**src/rtl/clk_cfg_pkg.sv**
```systemverilog
// Shared types and defaults for the clk_gen cfg-port initiator.
package clk_cfg_pkg;

  localparam int unsigned CFG_ADDR_W = 2;
  localparam int unsigned CFG_DATA_W = 32;

  localparam logic CFG_WRITE = 1'b0;
  localparam logic CFG_READ  = 1'b1;

  typedef enum logic [1:0] {
    ST_IDLE,
    ST_REQ,
    ST_LOCK_WAIT,
    ST_RSP
  } cfg_init_state_e;

endpackage

```
**src/rtl/clk_cfg_initiator.sv**
```systemverilog
// Initiator for one clk_gen cfg port: one valid/ready command at a time, four-phase
// req/ack toward the port, optional wait for clock lock, valid/ready response.
module clk_cfg_initiator
  import clk_cfg_pkg::*;
#(
  parameter int unsigned ADDR_W       = CFG_ADDR_W,
  parameter int unsigned DATA_W       = CFG_DATA_W,
  parameter int unsigned ACK_TIMEOUT  = 255,
  parameter int unsigned LOCK_TIMEOUT = 1023,
  parameter bit          WAIT_LOCK    = 1'b1
) (
  input  logic              clk_i,
  input  logic              rstn_i,
  input  logic              cmd_valid_i,
  output logic              cmd_ready_o,
  input  logic              cmd_wrn_i,
  input  logic [ADDR_W-1:0] cmd_add_i,
  input  logic [DATA_W-1:0] cmd_data_i,
  output logic              rsp_valid_o,
  input  logic              rsp_ready_i,
  output logic [DATA_W-1:0] rsp_rdata_o,
  output logic              rsp_err_o,
  output logic              cfg_req_o,
  input  logic              cfg_ack_i,
  output logic [ADDR_W-1:0] cfg_add_o,
  output logic [DATA_W-1:0] cfg_data_o,
  output logic              cfg_wrn_o,
  input  logic [DATA_W-1:0] cfg_r_data_i,
  input  logic              cfg_lock_i,
  output logic              busy_o
);

  localparam int unsigned CNT_MAX   = (ACK_TIMEOUT > LOCK_TIMEOUT) ? ACK_TIMEOUT : LOCK_TIMEOUT;
  localparam int unsigned CNT_W     = (CNT_MAX < 1) ? 1 : $clog2(CNT_MAX + 1);
  localparam int unsigned ACK_LAST  = (ACK_TIMEOUT == 0) ? 0 : ACK_TIMEOUT - 1;
  localparam int unsigned LOCK_LAST = (LOCK_TIMEOUT == 0) ? 0 : LOCK_TIMEOUT - 1;

  cfg_init_state_e   state_q, state_d;
  logic [CNT_W-1:0]  cnt_q, cnt_d;
  logic              req_q, req_d;
  logic [ADDR_W-1:0] add_q, add_d;
  logic [DATA_W-1:0] data_q, data_d;
  logic              wrn_q, wrn_d;
  logic              rsp_valid_q, rsp_valid_d;
  logic              rsp_err_q, rsp_err_d;
  logic [DATA_W-1:0] rdata_q, rdata_d;

  // State and registered outputs
  always_ff @(posedge clk_i) begin
    if (!rstn_i) begin
      state_q     <= ST_IDLE;
      cnt_q       <= '0;
      req_q       <= 1'b0;
      add_q       <= '0;
      data_q      <= '0;
      wrn_q       <= CFG_READ;
      rsp_valid_q <= 1'b0;
      rsp_err_q   <= 1'b0;
      rdata_q     <= '0;
    end else begin
      state_q     <= state_d;
      cnt_q       <= cnt_d;
      req_q       <= req_d;
      add_q       <= add_d;
      data_q      <= data_d;
      wrn_q       <= wrn_d;
      rsp_valid_q <= rsp_valid_d;
      rsp_err_q   <= rsp_err_d;
      rdata_q     <= rdata_d;
    end
  end

  // Next-state and next-output logic; the timeout counter saturates rather than wraps
  always_comb begin
    state_d     = state_q;
    cnt_d       = cnt_q;
    req_d       = req_q;
    add_d       = add_q;
    data_d      = data_q;
    wrn_d       = wrn_q;
    rsp_valid_d = rsp_valid_q;
    rsp_err_d   = rsp_err_q;
    rdata_d     = rdata_q;
    cmd_ready_o = 1'b0;

    case (state_q)
      ST_IDLE: begin
        // A still-high ack from the previous handshake blocks a new request
        cmd_ready_o = !cfg_ack_i;
        if (cmd_valid_i && !cfg_ack_i) begin
          add_d   = cmd_add_i;
          data_d  = cmd_data_i;
          wrn_d   = cmd_wrn_i;
          req_d   = 1'b1;
          cnt_d   = '0;
          state_d = ST_REQ;
        end
      end

      ST_REQ: begin
        if (cfg_ack_i) begin
          req_d     = 1'b0;
          rsp_err_d = 1'b0;
          if (wrn_q == CFG_READ) begin
            rdata_d     = cfg_r_data_i;
            rsp_valid_d = 1'b1;
            state_d     = ST_RSP;
          end else begin
            rdata_d = '0;
            if (WAIT_LOCK) begin
              cnt_d   = '0;
              state_d = ST_LOCK_WAIT;
            end else begin
              rsp_valid_d = 1'b1;
              state_d     = ST_RSP;
            end
          end
        end else if ((ACK_TIMEOUT != 0) && (cnt_q == CNT_W'(ACK_LAST))) begin
          req_d       = 1'b0;
          rsp_err_d   = 1'b1;
          rdata_d     = '0;
          rsp_valid_d = 1'b1;
          state_d     = ST_RSP;
        end else if (cnt_q != {CNT_W{1'b1}}) begin
          cnt_d = cnt_q + CNT_W'(1);
        end
      end

      ST_LOCK_WAIT: begin
        if (cfg_lock_i) begin
          rsp_err_d   = 1'b0;
          rsp_valid_d = 1'b1;
          state_d     = ST_RSP;
        end else if ((LOCK_TIMEOUT != 0) && (cnt_q == CNT_W'(LOCK_LAST))) begin
          rsp_err_d   = 1'b1;
          rdata_d     = '0;
          rsp_valid_d = 1'b1;
          state_d     = ST_RSP;
        end else if (cnt_q != {CNT_W{1'b1}}) begin
          cnt_d = cnt_q + CNT_W'(1);
        end
      end

      ST_RSP: begin
        if (rsp_ready_i) begin
          rsp_valid_d = 1'b0;
          state_d     = ST_IDLE;
        end
      end

      default: state_d = ST_IDLE;
    endcase
  end

  assign busy_o      = (state_q != ST_IDLE);
  assign cfg_req_o   = req_q;
  assign cfg_add_o   = add_q;
  assign cfg_data_o  = data_q;
  assign cfg_wrn_o   = wrn_q;
  assign rsp_valid_o = rsp_valid_q;
  assign rsp_err_o   = rsp_err_q;
  assign rsp_rdata_o = rdata_q;

endmodule

```
**config.mk**
```make
export PLATFORM = sky130hd
export DESIGN_NAME = clk_cfg_initiator
export DESIGN_NICKNAME = d
export VERILOG_FILES = /design/src/rtl/clk_cfg_pkg.sv /design/src/rtl/clk_cfg_initiator.sv
export SDC_FILE = /design/constraint.sdc
export NUM_CORES = 1
export LEC_CHECK = 0
export BUFFER_PORTS_ARGS = -buffer_cell sky130_fd_sc_hd__buf_4
export CELL_PAD_IN_SITES_DETAIL_PLACEMENT = 1
export CELL_PAD_IN_SITES_GLOBAL_PLACEMENT = 1
export CORE_MARGIN = 5
export CORE_UTILIZATION = 30
export DETAILED_ROUTE_END_ITERATION = 12
export PLACE_DENSITY = 0.8
export SLEW_MARGIN = 20
export SYNTH_ARGS = -nofsm -noshare
export SYNTH_HDL_FRONTEND = slang
export SYNTH_SLANG_ARGS = --single-unit
export TNS_END_PERCENT = 10
```
**constraint.sdc**
```tcl
create_clock -name clk_i -period 1.9 [get_ports clk_i]
set_input_delay 0.285 -clock clk_i [delete_from_list [all_inputs] [get_ports clk_i]]
set_output_delay 0.285 -clock clk_i [all_outputs]
set_load 0.005 [all_outputs]
```
Word level (Yosys, flattened, before mapping)
Index checks and enable logic that the tools add are counted.
{"block": "word_totals", "regBits": 82, "in_bits": 73, "out_inout_bits": 72, "word_cells": 78}
{"block": "op_classes", "n_mux": 37, "reduce_logical": 15, "add_sub_neg": 1, "eq_ne": 16}
{"operator": "$mux W32", "count": 5}
{"operator": "$mux W10", "count": 7}
{"operator": "$pmux W32 S2", "count": 1}
{"operator": "$pmux W10 S3", "count": 1}
{"operator": "$ne A3 B3 Y1 const B", "count": 5}
{"operator": "$mux W1", "count": 13}
{"operator": "$mux W2", "count": 6}
{"operator": "$add A10 B1 Y10 const B", "count": 1}
{"operator": "$eq A10 B10 Y1 const B", "count": 1}
{"operator": "$eq A10 B8 Y1 const B", "count": 1}
{"operator": "$ne A10 B10 Y1 const B", "count": 1}
{"operator": "$ne A2 B2 Y1 const B", "count": 5}
{"operator": "$pmux W2 S4", "count": 1}
{"operator": "$reduce_and A4 Y1", "count": 2}
{"operator": "$reduce_and A3 Y1", "count": 2}
{"operator": "$reduce_and A6 Y1", "count": 1}
{"operator": "$reduce_bool A2 Y1", "count": 3}
{"operator": "$reduce_bool A3 Y1", "count": 2}
{"operator": "$reduce_and A5 Y1", "count": 1}
{"operator": "$eq A2 B2 Y1 const B", "count": 2}
{"operator": "$pmux W1 S2", "count": 2}
{"operator": "$pmux W1 S3", "count": 1}
{"operator": "$eq A2 B1 Y1 const B", "count": 1}
{"operator": "$logic_not A2 Y1", "count": 1}
{"operator": "3 further kinds", "count": 3}

Depth between registers and ports, before layout
{"block": "depth", "word_depth": 5, "mapped_depth": 10, "ltp_nobuf": 7}

Worst setup path before layout
OpenSTA, ideal clock, no wires.
{"block": "synth_path", "kind": "flip-flop to flip-flop", "start": "register state_q[0]", "end": "register cnt_q[5]", "path_buffers": 2, "path_stages_with_launch": 10, "arrival_time_ns": 1.983, "synth_period_minus_slack_ns": 2.084, "slack_ns": -0.184, "required_ns": 1.799, "setup_ns": 0.101, "path_cell_list": "dfxtp_1 > inv_1 > ha_1 > clkbuf_1 > a21oi_1 > nand2_1 > a211o_1 > buf_6 > or3_4 > o41ai_1"}
{"block": "synth_via", "elab_chain_len": 3, "word_cells_on_any_way": 11, "cone_classes": "eq/ne (7); mux (1); reduce/logical (3)"}
{"element": "from (decl)", "line": "clk_cfg_initiator.sv:38", "rtl": "cfg_init_state_e state_q, state_d;"}
{"element": "from (signal assigned)", "line": "clk_cfg_initiator.sv:61", "rtl": "state_q <= state_d;"}
{"element": "$eq A2 B1 Y1 (tied with other cells)", "line": "clk_cfg_initiator.sv:86", "rtl": "case (state_q)"}
{"element": "$ne A3 B3 Y1 (no source line) (tied with other cells)"}
{"element": "$reduce_and A6 Y1 (no source line)"}
{"element": "to (signal assigned)", "line": "clk_cfg_initiator.sv:62", "rtl": "cnt_q <= cnt_d;"}
{"element": "to (decl)", "line": "clk_cfg_initiator.sv:39", "rtl": "logic [CNT_W-1:0] cnt_q, cnt_d;"}
Parallel ways exist; a longest one is shown, timed or not.
A chain may end at the register's enable or synchronous reset.

Final worst setup path
{"block": "layout_path", "start": "register cnt_q[1]", "end": "register rdata_q[5], in the netlist rsp_rdata_o[5]"}
{"block": "layout_via", "elab_chain_len": 3, "word_cells_on_any_way": 5, "cone_classes": "eq/ne (4); reduce/logical (1)"}
{"element": "$eq A10 B8 Y1 or $eq A10 B10 Y1 (tied branches)", "line": "clk_cfg_initiator.sv:118, clk_cfg_initiator.sv:134"}
{"element": "$ne A3 B3 Y1 (no source line) or $ne A2 B2 Y1 (tied branches)"}
{"element": "$reduce_and A4 Y1 (no source line) (*)"}
{"element": "to (signal assigned)", "line": "clk_cfg_initiator.sv:69", "rtl": "rdata_q <= rdata_d;"}
{"element": "to (decl)", "line": "clk_cfg_initiator.sv:46", "rtl": "logic [DATA_W-1:0] rdata_q, rdata_d;"}
Mark *: on every way between the ends. The rest lies on a longest branch, timed or not.

==> metrics.log <==
[metrics] hold_sp: cfg_r_data_i[17]
[metrics] clock insertion delay at the later pin of the skew report: 340 ps
[metrics] Die Area: roughly 0.014 mm²
[metrics] Via Count: around 3700
[metrics] count of flip-flops with a built-in enable after synthesis: 0
[metrics] top cells by instance count after synthesis: nand2_1 (110), dfxtp_1 (82), a21oi_1 (41), nand3_1 (38), o21ai_0 (36)
[metrics] post-synthesis async set-or-reset flop share: 0%
[metrics] initial antenna violation count: 0
[metrics] worst slew margin relative to its limit: 64.5%
[metrics] FF+latch count, synth: ~80
[metrics] Final Cycle Share: 105%
[metrics] number of vias per cell after detailed routing: between 5 and 6
[metrics] number of distinct library cells after synthesis: 47
[metrics] unrepaired setup endpoints after global routing: true
[metrics] f_max: 502 MHz
[metrics] depth of the worst register-to-register path: 8
[metrics] global-route wire length before repair: ~17000 µm
[metrics] Hold Worst Slack: 162 ps
[metrics] Post-Layout Cell Count: 730
[metrics] Total Routing Usage GR: approximately 16%
[metrics] worst-case clock skew: between 8 and 9 ps
[metrics] number of nets still failing antenna checks after routing: 0
[metrics] post-route setup TNS: -1640 ps
[metrics] H-tree level count: 3
[metrics] type of element capturing the critical path: flip-flop
[metrics] share of the synthesized area in the top cell type: 47.8%
[metrics] final setup violation count: 32
[metrics] dpl hpwl: 8750 µm
[metrics] worst-case clock buffer depth: 2
[metrics] number of design-rule violations left by the first detailed-router iteration: around 120
[metrics] Fin. Hold Viols: 0
[metrics] instance area after placement: approximately 0.0048 mm²
[metrics] remaining design rule violation count: 0
[metrics] TritonCTS clock tree: built
[metrics] outcome: finished, violations left
[metrics] Antenna diodes: 0
[metrics] total power divided by cell area: 1170 mW/mm²
[metrics] total I/O pin count: around 150
[metrics] R2R Path Start: cnt_q[1]$_SDFFE_PN0P_
[metrics] family with the most delay on the worst path: compound AO/OA/AOI/OAI gates
[metrics] maximum fanout along the worst path: 8
[metrics] launching element type of the critical path: flip-flop
[metrics] critical path data required time: 2170 ps
[metrics] combinational share of power: 38.8%
[metrics] CP cell instances: ha_4 -> nand3_4 -> buf_6 -> o41ai_4 -> o21a_4 -> clkbuf_16 -> nand3_2 -> o21ai_1
[metrics] RR Endpoint: rsp_rdata_o[5]$_SDFFE_PN0P_
[metrics] violations in the final reports: negative setup slack
[metrics] cell with the most instances after synthesis: nand2_1
[metrics] wire per inst: 17.2 µm
[metrics] sequential cell fraction of total power: 31.8%
[metrics] master of the slowest instance on the critical path: o41ai_4
[metrics] Leak Pwr: between 2 and 2.5 nW
[metrics] fraction of power consumed by the clock network: roughly 29%
[metrics] cell row count: 39
[metrics] instance count along the most critical hold path: 3
[metrics] fraction of layout cells with a size suffix above 1: a little over two fifths
[metrics] router iterations before antenna repair: 4
[metrics] final wirelength: 12500 µm
[metrics] hold crit path type: in -> reg
[metrics] switching part of the total: between 30% and 40%
[metrics] placed cell count: 703
[metrics] CTS buffer count: 9
[metrics] hold endpoint: rsp_rdata_o[17]$_SDFFE_PN0P_
[metrics] grt total ovfl: 0
[metrics] share of synthesized area occupied by flip-flops and latches: a little under half
[metrics] number of buffers inserted by hold repair at cts: 0
[metrics] cell types with the largest area share after synthesis: dfxtp_1 (48%), nand2_1 (12%), a21oi_1 (6.0%)
[metrics] final critical-path required period: 1990 ps
[metrics] placer congestion estimate: 0.780
[metrics] number of clock sinks: 82
[metrics] count of pins over their slew limit: 0
[metrics] slew at the pin closest to its max-slew limit: 531 ps
[metrics] highest ir drop seen on vdd: ~560 µV
[metrics] max capacitance violation total: 0
[metrics] height of the die: 117 µm
[metrics] mean instance size in the synthesized netlist: 8.09 µm²
[metrics] cell type contributing the most total cell area after synthesis: dfxtp_1
[metrics] netlist area before placement: 0.00343 mm²
[metrics] Setup CP Type: reg -> reg
[metrics] number of input and output port buffers inserted: 144
[metrics] Largest stage delay, worst path: 510 ps
[metrics] clock tree root buffer cell: clkbuf_16
[metrics] prevailing post-synth register cell: dfxtp_1
[metrics] number of buffers and inverters on the critical path: 2
[metrics] arrival time of the worst setup path: around 2300 ps
[metrics] clock-pin slew of the registers on the worst-case setup and hold paths: 60 ps
[metrics] area inside the core boundary: roughly 0.011 mm²
[metrics] number of nets in the synthesized netlist: between 500 and 600
[metrics] pin count of the biggest net entering global routing: 35
[metrics] internal power component: approximately 4.3 mW
[metrics] Final Net Count: 661
[metrics] final standard cell area without fillers: 0.00551 mm²
[metrics] setup slack after placement: -113 ps
[metrics] Initial Util: 30.3%
[metrics] FF-to-FF setup slack: -90 ps
[metrics] vias in the first global route: about 3700
[metrics] synthesis-to-layout area growth: 60.6%
[metrics] die boundary width: 117 µm
[metrics] minimum setup slack in the final design: -90.3 ps
[metrics] post-synthesis instance total: around 420
[metrics] warning count from the yosys run: 0
[metrics] switching component of the power: approximately 2.1 mW
==> cells in the final DEF, fill, tap and decap left out, types with 5 or more instances in the layout <==
cell type,Yosys,routed
buf_6,1,5
dfxtp_1,82,76
inv_1,8,6
nand3_1,38,22
nor2_1,6,6
dfxtp_2,0,6
o21ai_1,1,23
o21ai_2,0,7
o21ai_0,36,7
buf_4,0,165
clkbuf_16,0,14
nand3_2,1,16
a31oi_1,6,6
nand2_1,110,109
a21oi_1,41,38
==> tightest hold or removal path, stage by stage <==
cell and delay (ps):
buf_4 80, nand3_2 40, o21ai_1 60
==> layer usage <==
| layer | track usage, % | up-vias | share of wire, % |
|---|---|---|---|
| li1 | - | 1796 | - |
| met1 | 17.9 | 1759 | 41 |
| met2 | 27.5 | 133 | 48 |
| met3 | 6.27 | 11 | 9.8 |
| met4 | 7.65 | 0 | 1.5 |
| met5 | 0 | - | 0 |
==> power by group through the flow <==
stage / Combinational, mW / Clock (mW) / Sequential, mW
floorplan: 0.976 / 0 / 2.08
global placement: 1.80 / 0 / 2.07
detailed placement: 1.87 / 0 / 2.08
CTS: 1.89 / 1.95 / 2.05
global route: 2.70 / 2.02 / 2.08
finish: 2.50 / 1.89 / 2.05
==> registers in the layout (all words and copies together) (netlist names) <==
register and count:
cfg_add_o 2, cfg_wrn_o 1, cfg_data_o 32, rsp_valid_o 1, rsp_err_o 1, cfg_req_o 1, state_q 2, cnt_q 10
rsp_rdata_o 32
==> worst max path at each step <==
stage	startpoint	end	slack, ps	cells after the start
after CTS	cnt_q[0]$_SDFFE_PN0P_	rsp_rdata_o[14]$_SDFFE_PN0P_	-2	9
after floorplan	state_q[0]$_SDFFE_PN0P_	cnt_q[5]$_SDFFE_PN0P_	0.9	9
after global placement	state_q[1]$_SDFFE_PN0P_	cnt_q[8]$_SDFFE_PN0P_	70	8
after global routing	cnt_q[0]$_SDFFE_PN0P_	rsp_rdata_o[5]$_SDFFE_PN0P_	-210	9
after detailed placement	state_q[1]$_SDFFE_PN0P_	cnt_q[1]$_SDFFE_PN0P_	-110	8
final	cnt_q[1]$_SDFFE_PN0P_	rsp_rdata_o[5]$_SDFFE_PN0P_	-90	8
==> kinds of logic after synthesis <==
kind of cell               synth area share [%]
DFF                                        47.8
AOI/OAI and AO/OA                          19.5
muxes                                     0.292
and+or+nand+nor                            25.2
buffers and inverters                      5.07
adders and majority gates                  2.19
==> through the flow <==
stage	power, mW	utilization [%]
floorplan	3.06	-
global placement	3.87	42.4
detailed placement	3.95	42.4
CTS	5.89	45.3
global route	6.80	48.7
finish	6.44	48.7
==> what timing repair did <==
action                                  4_1_cts  5_1_grt
resized for setup                             6       72
endpoints found under the setup margin        9       45
setup buffers                                 0        3
pin swaps                                     0       19
cloned                                        0        8
==> area by class of cell <==
class,instances,area [µm²]
fillers,1353,5810
multi-input cells,302,1850
flip-flops and latches,82,1650
repair buffers,178,1480
clock buffers,12,246
well taps,143,179
clock inverters,4,75.1
inverters,9,33.8
(Power assumes the default switching activity.)
